File: src/rtl/switch_alu_pkg.sv
// Shared op codes, FSM state encoding and the ALU function for the switch/key console.
package switch_alu_pkg;

  typedef enum logic [1:0] {
    OP_ADD = 2'b00,
    OP_SUB = 2'b01,
    OP_AND = 2'b10,
    OP_XOR = 2'b11
  } op_t;

  typedef enum logic [1:0] {
    ST_IDLE     = 2'd0,
    ST_SHOW_A   = 2'd1,
    ST_SHOW_B   = 2'd2,
    ST_SHOW_RES = 2'd3
  } state_t;

  localparam int ALU_MAX_W = 32;

  // Operands arrive zero-extended; the caller keeps the low W+1 bits, which yields
  // carry for ADD and borrow (A-B mod 2^(W+1)) for SUB at any width up to ALU_MAX_W.
  function automatic logic [ALU_MAX_W:0] alu_f(input logic [ALU_MAX_W-1:0] a,
                                               input logic [ALU_MAX_W-1:0] b,
                                               input op_t op);
    logic [ALU_MAX_W:0] ax;
    logic [ALU_MAX_W:0] bx;
    ax = {1'b0, a};
    bx = {1'b0, b};
    case (op)
      OP_ADD:  return ax + bx;
      OP_SUB:  return ax - bx;
      OP_AND:  return ax & bx;
      default: return ax ^ bx;
    endcase
  endfunction

endpackage

File: src/rtl/key_debounce.sv
// Active-low key conditioner: 2-FF synchroniser, stable-level debounce counter and a
// one-clock press pulse on the accepted 1->0 transition.
module key_debounce #(
  parameter int DEBOUNCE_CYC = 50000
) (
  input  logic clk,
  input  logic rst_n,
  input  logic key,
  output logic press
);

  localparam int CW = (DEBOUNCE_CYC > 1) ? $clog2(DEBOUNCE_CYC) : 1;

  logic [1:0]    sync_q;
  logic          level;
  logic          armed;
  logic [CW-1:0] cnt;
  logic          settled;

  assign settled = (cnt == CW'(DEBOUNCE_CYC - 1));

  // Until the synced key has been seen released, nothing counts: a key held through
  // reset must be released and pressed again before it produces an event.
  always_ff @(posedge clk or negedge rst_n) begin
    if (!rst_n) begin
      sync_q <= 2'b00;
      level  <= 1'b1;
      armed  <= 1'b0;
      cnt    <= '0;
      press  <= 1'b0;
    end else begin
      // NOTE: non-blocking assignments keep every register sampling pre-edge values,
      // so the synchroniser stages and the counter update in parallel as in hardware.
      sync_q <= {sync_q[0], key};
      press  <= 1'b0;
      if (!armed) begin
        armed <= sync_q[1];
        cnt   <= '0;
      end else if (sync_q[1] == level) begin
        cnt <= '0;
      end else if (settled) begin
        level <= sync_q[1];
        cnt   <= '0;
        press <= ~sync_q[1];
      end else begin
        cnt <= cnt + 1'b1;
      end
    end
  end

endmodule

File: src/rtl/switch_alu_console.sv
// Operand-entry console: keys load A/B from the switches and execute a 4-op ALU onto LEDs.
// W must not exceed switch_alu_pkg::ALU_MAX_W.
module switch_alu_console
  import switch_alu_pkg::*;
#(
  parameter int W            = 4,
  parameter int DEBOUNCE_CYC = 50000
) (
  input  logic         clk,
  input  logic         rst_n,
  input  logic [W-1:0] i_switch,
  input  logic [1:0]   i_op,
  input  logic         key0,
  input  logic         key1,
  input  logic         key2,
  output logic [W:0]   o_LED,
  output logic [1:0]   o_state,
  output logic         o_err
);

  localparam int LED_W = W + 1;

  logic [1:0]   rst_q;
  logic         rst_sync_n;
  logic [W-1:0] sw_q1, sw_q2;
  logic [1:0]   op_q1, op_q2;
  logic         ev0, ev1, ev2;
  state_t       state;
  logic [W-1:0] a, b;
  logic         a_vld, b_vld;

  // NOTE: reset asserts asynchronously but releases on a clock edge, so no flop sees
  // rst_n deassert close to its active edge.
  always_ff @(posedge clk or negedge rst_n) begin
    if (!rst_n) rst_q <= 2'b00;
    else        rst_q <= {rst_q[0], 1'b1};
  end
  assign rst_sync_n = rst_q[1];

  always_ff @(posedge clk or negedge rst_sync_n) begin
    if (!rst_sync_n) begin
      sw_q1 <= '0;
      sw_q2 <= '0;
      op_q1 <= '0;
      op_q2 <= '0;
    end else begin
      sw_q1 <= i_switch;
      sw_q2 <= sw_q1;
      op_q1 <= i_op;
      op_q2 <= op_q1;
    end
  end

  key_debounce #(.DEBOUNCE_CYC(DEBOUNCE_CYC)) u_key0 (
    .clk(clk), .rst_n(rst_sync_n), .key(key0), .press(ev0));
  key_debounce #(.DEBOUNCE_CYC(DEBOUNCE_CYC)) u_key1 (
    .clk(clk), .rst_n(rst_sync_n), .key(key1), .press(ev1));
  key_debounce #(.DEBOUNCE_CYC(DEBOUNCE_CYC)) u_key2 (
    .clk(clk), .rst_n(rst_sync_n), .key(key2), .press(ev2));

  // Same-cycle events resolve key0 > key1 > key2; the losers are discarded.
  always_ff @(posedge clk or negedge rst_sync_n) begin
    if (!rst_sync_n) begin
      state <= ST_IDLE;
      a     <= '0;
      b     <= '0;
      a_vld <= 1'b0;
      b_vld <= 1'b0;
      o_LED <= '0;
      o_err <= 1'b0;
    end else if (ev0) begin
      a     <= sw_q2;
      a_vld <= 1'b1;
      o_LED <= {1'b0, sw_q2};
      state <= ST_SHOW_A;
      o_err <= 1'b0;
    end else if (ev1) begin
      b     <= sw_q2;
      b_vld <= 1'b1;
      o_LED <= {1'b0, sw_q2};
      state <= ST_SHOW_B;
      o_err <= 1'b0;
    end else if (ev2) begin
      if (a_vld && b_vld) begin
        o_LED <= LED_W'(alu_f(ALU_MAX_W'(a), ALU_MAX_W'(b), op_t'(op_q2)));
        state <= ST_SHOW_RES;
        o_err <= 1'b0;
      end else begin
        o_err <= 1'b1;
      end
    end
  end

  assign o_state = state;

endmodule
File: config.mk
export PLATFORM = sky130hd
export DESIGN_NAME = switch_alu_console
export DESIGN_NICKNAME = d
export VERILOG_FILES = /design/src/rtl/switch_alu_pkg.sv /design/src/rtl/key_debounce.sv /design/src/rtl/switch_alu_console.sv
export SDC_FILE = /design/constraint.sdc
export NUM_CORES = 1
export LEC_CHECK = 0
export CORE_MARGIN = 4
export CORE_UTILIZATION = 60
export DETAILED_ROUTE_END_ITERATION = 10
export GPL_TIMING_DRIVEN = 0
export PLACE_DENSITY_LB_ADDON = 0.1
export SLEW_MARGIN = 20
export SYNTH_ARGS = -nofsm -noshare
export SYNTH_HDL_FRONTEND = slang
export SYNTH_SLANG_ARGS = --single-unit
File: constraint.sdc
create_clock -name clk -period 4 [get_ports clk]
set_input_delay 1 -clock clk [delete_from_list [all_inputs] [get_ports clk]]
set_output_delay 1 -clock clk [all_outputs]
set_load 0.01 [all_outputs]
==> results.yml <==
global_route:
  antenna_found_initial: 0
  grt.met2_usage_pct: 28.6
  grt_pass1_wl_mm: 12.6
  grt_pass1_vias: 2704
  busiest_layer: "met2"
  use_met1_pct: 25.8
  grt.overflow.total: 0
  grt_max_degree: 59
  grtUsageTotal_pct: 18.4
  use_met3_pct: 5.28
synth:
  yosys.area.top_type: "dfrtp_1"
  synth-seq-cells: 95
  syn_area_sq_mm: 0.00429
  synthArstFlopShare_pct: 100
  synth_top_area_share_pct: 53.7
  synth_enable_flop_cells: 0
  avgSynthCellArea_sq_um: 10.9
  synth.distinct_cells: 46
  synthFlopType: "dfrtp_1"
  yosysSeqAreaShare_pct: 55.5
  netlist_top_cells_count: "92 x dfrtp_1, 61 x nor2_1, 37 x xnor2_1"
  synth_nets: 419
  yosysMostFrequentCell: "dfrtp_1"
  synthCells: 395
  ys_warn_count: 0
  synth_area_leaders: "dfrtp_1 54%, xnor2_1 7.6%, nor2_1 5.3%"
floorplan:
  ioPinCount: 19
  fp-row-count: 30
  die-area_sq_mm: 0.00856
  die_h_microns: 92.5
  start_util_pct: 62.4
  dieWidth_microns: 92.5
  design.core.area_sq_mm: 0.00687
clocking:
  ctsRootBufferMaster: "clkbuf_8"
  cts_buffers: 9
  cts_setup_buffers: 0
  cts.reportedPaths.clkPinSlew_ns: 0.09
  clkLatencyLatePin_ns: 0.35
  cts_max_path_buffers: 2
  cts_tree: "yes"
  clock-sinks: 95
  ctsHoldBuffers: 0
  cts_max_level: 3
  ctsResizeCount: 0
setup_path:
  critPathLaunch: "op_q2[0]"
  crit_type: "reg -> reg"
  worstPathArrival_ns: 2.59
  cp_max_fo: 7
  crit_end: "o_LED[4]"
  crit_family: "compound AO/OA/AOI/OAI gates"
  cp.required_ns: 4.25
  r2r_end: "o_LED[4]"
  cp_cell_sequence: "clkbuf_1, nor2b_1, mux2i_1, fa_1, a21o_1, a21oi_1, xnor2_1, o41ai_1"
  slowest_stage: "fa_1"
  critPathBufInv: 1
  cp.depth: 8
  r2r_slack_ns: 1.66
  cp_slowest_stage_delay_ns: 0.44
  reg2reg_from: "op_q2[0]"
  ff2ff_path_depth: 8
  start_kind: "flip-flop"
  cp-end-kind: "flip-flop"
timing:
  rsz0062_at_grt: "false"
  finalSetupViolations: 0
  fin_skew_ns: 0.00443
  drv_slew: 0
  worstMarginPinSlew_ns: 0.741
  hold_slack_ns: 0.353
  fin_tns_setup_ns: 0
  hold_violations: 0
  fin_ws_ns: 1.66
  maxSlewHeadroom_pct: 50.6
  min_period_over_period_pct: 58.5
  period_minus_slack_ns: 2.34
  fmax_mhz: 428
detailed_routing:
  drc_errors: 0
  drtIter0Drc: 73
  via_count: 2794
  firstDrtPassIters: 4
  via_per_inst: 5.31
  wl_per_cell_microns: 13.4
  routed_wl_mm: 7.07
  ant_nets: 0
final_layout:
  multi_input_area_sq_mm: 0.00179
  stdcell_count: 526
  nets: 449
  regArea_sq_mm: 0.00238
  drive_gt1_share_pct: 10.0
  num-fill-cells: 513
  num_antenna_cells: 0
  utilization_pct: 69.9
  syn_to_final_growth_pct: 12.0
placement:
  dp_slack_ns: 1.64
  io_buffers: 18
  hpwl_mm: 4.91
  dp_cells: 510
  globalplace.congestion: 0.833
hold_path:
  hold_path.class: "reg -> reg"
power_and_ir_drop:
  leakage_nw: 2.02
  peakVddDrop_v: 0.000316
  power.density_mw_per_mm2: 344
run:
  maxCapViolCount: 0
run_status:
  status: "complete, no violations"
[area by class of cell]
class                           count  share of cell area (%)
Sequential cell                    95                    49.7
Tap cell                           96                    2.50
Clock inverter                      6                    1.07
Buffer                             10                    1.23
Inverter                           16                    1.25
Clock buffer                       10                    2.87
Multi-Input combinational cell    274                    37.2
Timing Repair Buffer               19                    4.17
[how the worst min path moves through the flow]
stage	startpoint	to	slack, ns	cells past startpoint
final	sw_q1[2]	sw_q2[2]	0.35	0
after detailed placement	sw_q1[0]	sw_q2[0]	0.33	0
after floorplan	op_q1[0]	op_q2[0]	0.33	0
after global placement	op_q1[1]	op_q2[1]	0.33	0
after global routing	u_key1.sync_q[0]	u_key1.sync_q[1]	0.37	0
after CTS	sw_q1[0]	sw_q2[0]	0.36	0
[registers in the layout, indices dropped and copies added, names as in the netlist, 2 cells and up]
name / cells
u_key1.sync_q: 2
op_q2: 2
u_key2.cnt: 16
rst_q: 2
u_key0.sync_q: 2
u_key1.cnt: 16
sw_q1: 4
sw_q2: 4
a: 4
op_q1: 2
b: 4
o_state: 2
u_key0.cnt: 16
u_key2.sync_q: 2
o_LED: 5
[cells in the final DEF (no fill, tap or decap), types with 3 or more instances in the layout]
cell             instances
nand4_1                 15
a21oi_1                 12
ha_1                    12
mux2_2                   7
dfrtp_1                 91
clkdlybuf4s50_1         18
or2_2                    9
mux2i_1                  4
a211oi_1                 3
nor4bb_1                 4
nor3_1                  12
xnor2_1                 37
dfstp_2                  3
nand3_1                 12
clkbuf_1                 6
inv_1                   16
nor3b_1                  4
nand2_1                 22
clkbuf_8                10
and4_1                   4
xor2_1                  10
inv_6                    3
and3_1                   4
o21ai_0                  5
nor2_1                  61
nor4_1                  12
[per-layer routing]
metal / vias to the layer above / wire (microns)
met5: - / 0
met4: 0 / 54
met3: 6 / 245
met2: 39 / 3300
met1: 1336 / 3480
li1: 1413 / -
[cells by family (layout without fill, tap and decap cells)]
| logic type | Yosys count | after routing | share of synthesized area (%) |
|---|---|---|---|
| compound gates | 28 | 28 | 3.94 |
| xor+xnor | 47 | 47 | 9.60 |
| fa+ha+maj | 13 | 13 | 3.97 |
| buf+inv | 26 | 61 | 2.77 |
| flops | 95 | 95 | 55.5 |
| mux | 12 | 12 | 3.12 |
| other cells | 1 | 1 | 0.0875 |
| simple gates | 173 | 173 | 21.0 |
[where the power goes]
group | internal (mW) | switching [mW] | total (mW) | leakage, nW
Clock | 0.254 | 0.338 | 0.592 | 0.0996
Sequential | 0.978 | 0.0252 | 1.00 | 1.25
Combinational | 0.0259 | 0.0291 | 0.0550 | 0.672
Total | 1.26 | 0.393 | 1.65 | 2.02
[per-stage QoR]
stage          power [mW]  cell area (sq um)
6_report             1.65               4800
2_1_floorplan        1.05               4290
3_3_place_gp         1.07               4590
4_1_cts              1.68               4800
5_1_grt              1.73               4800
3_5_place_dp         1.08               4610
Power figures use the tool's default switching activity.
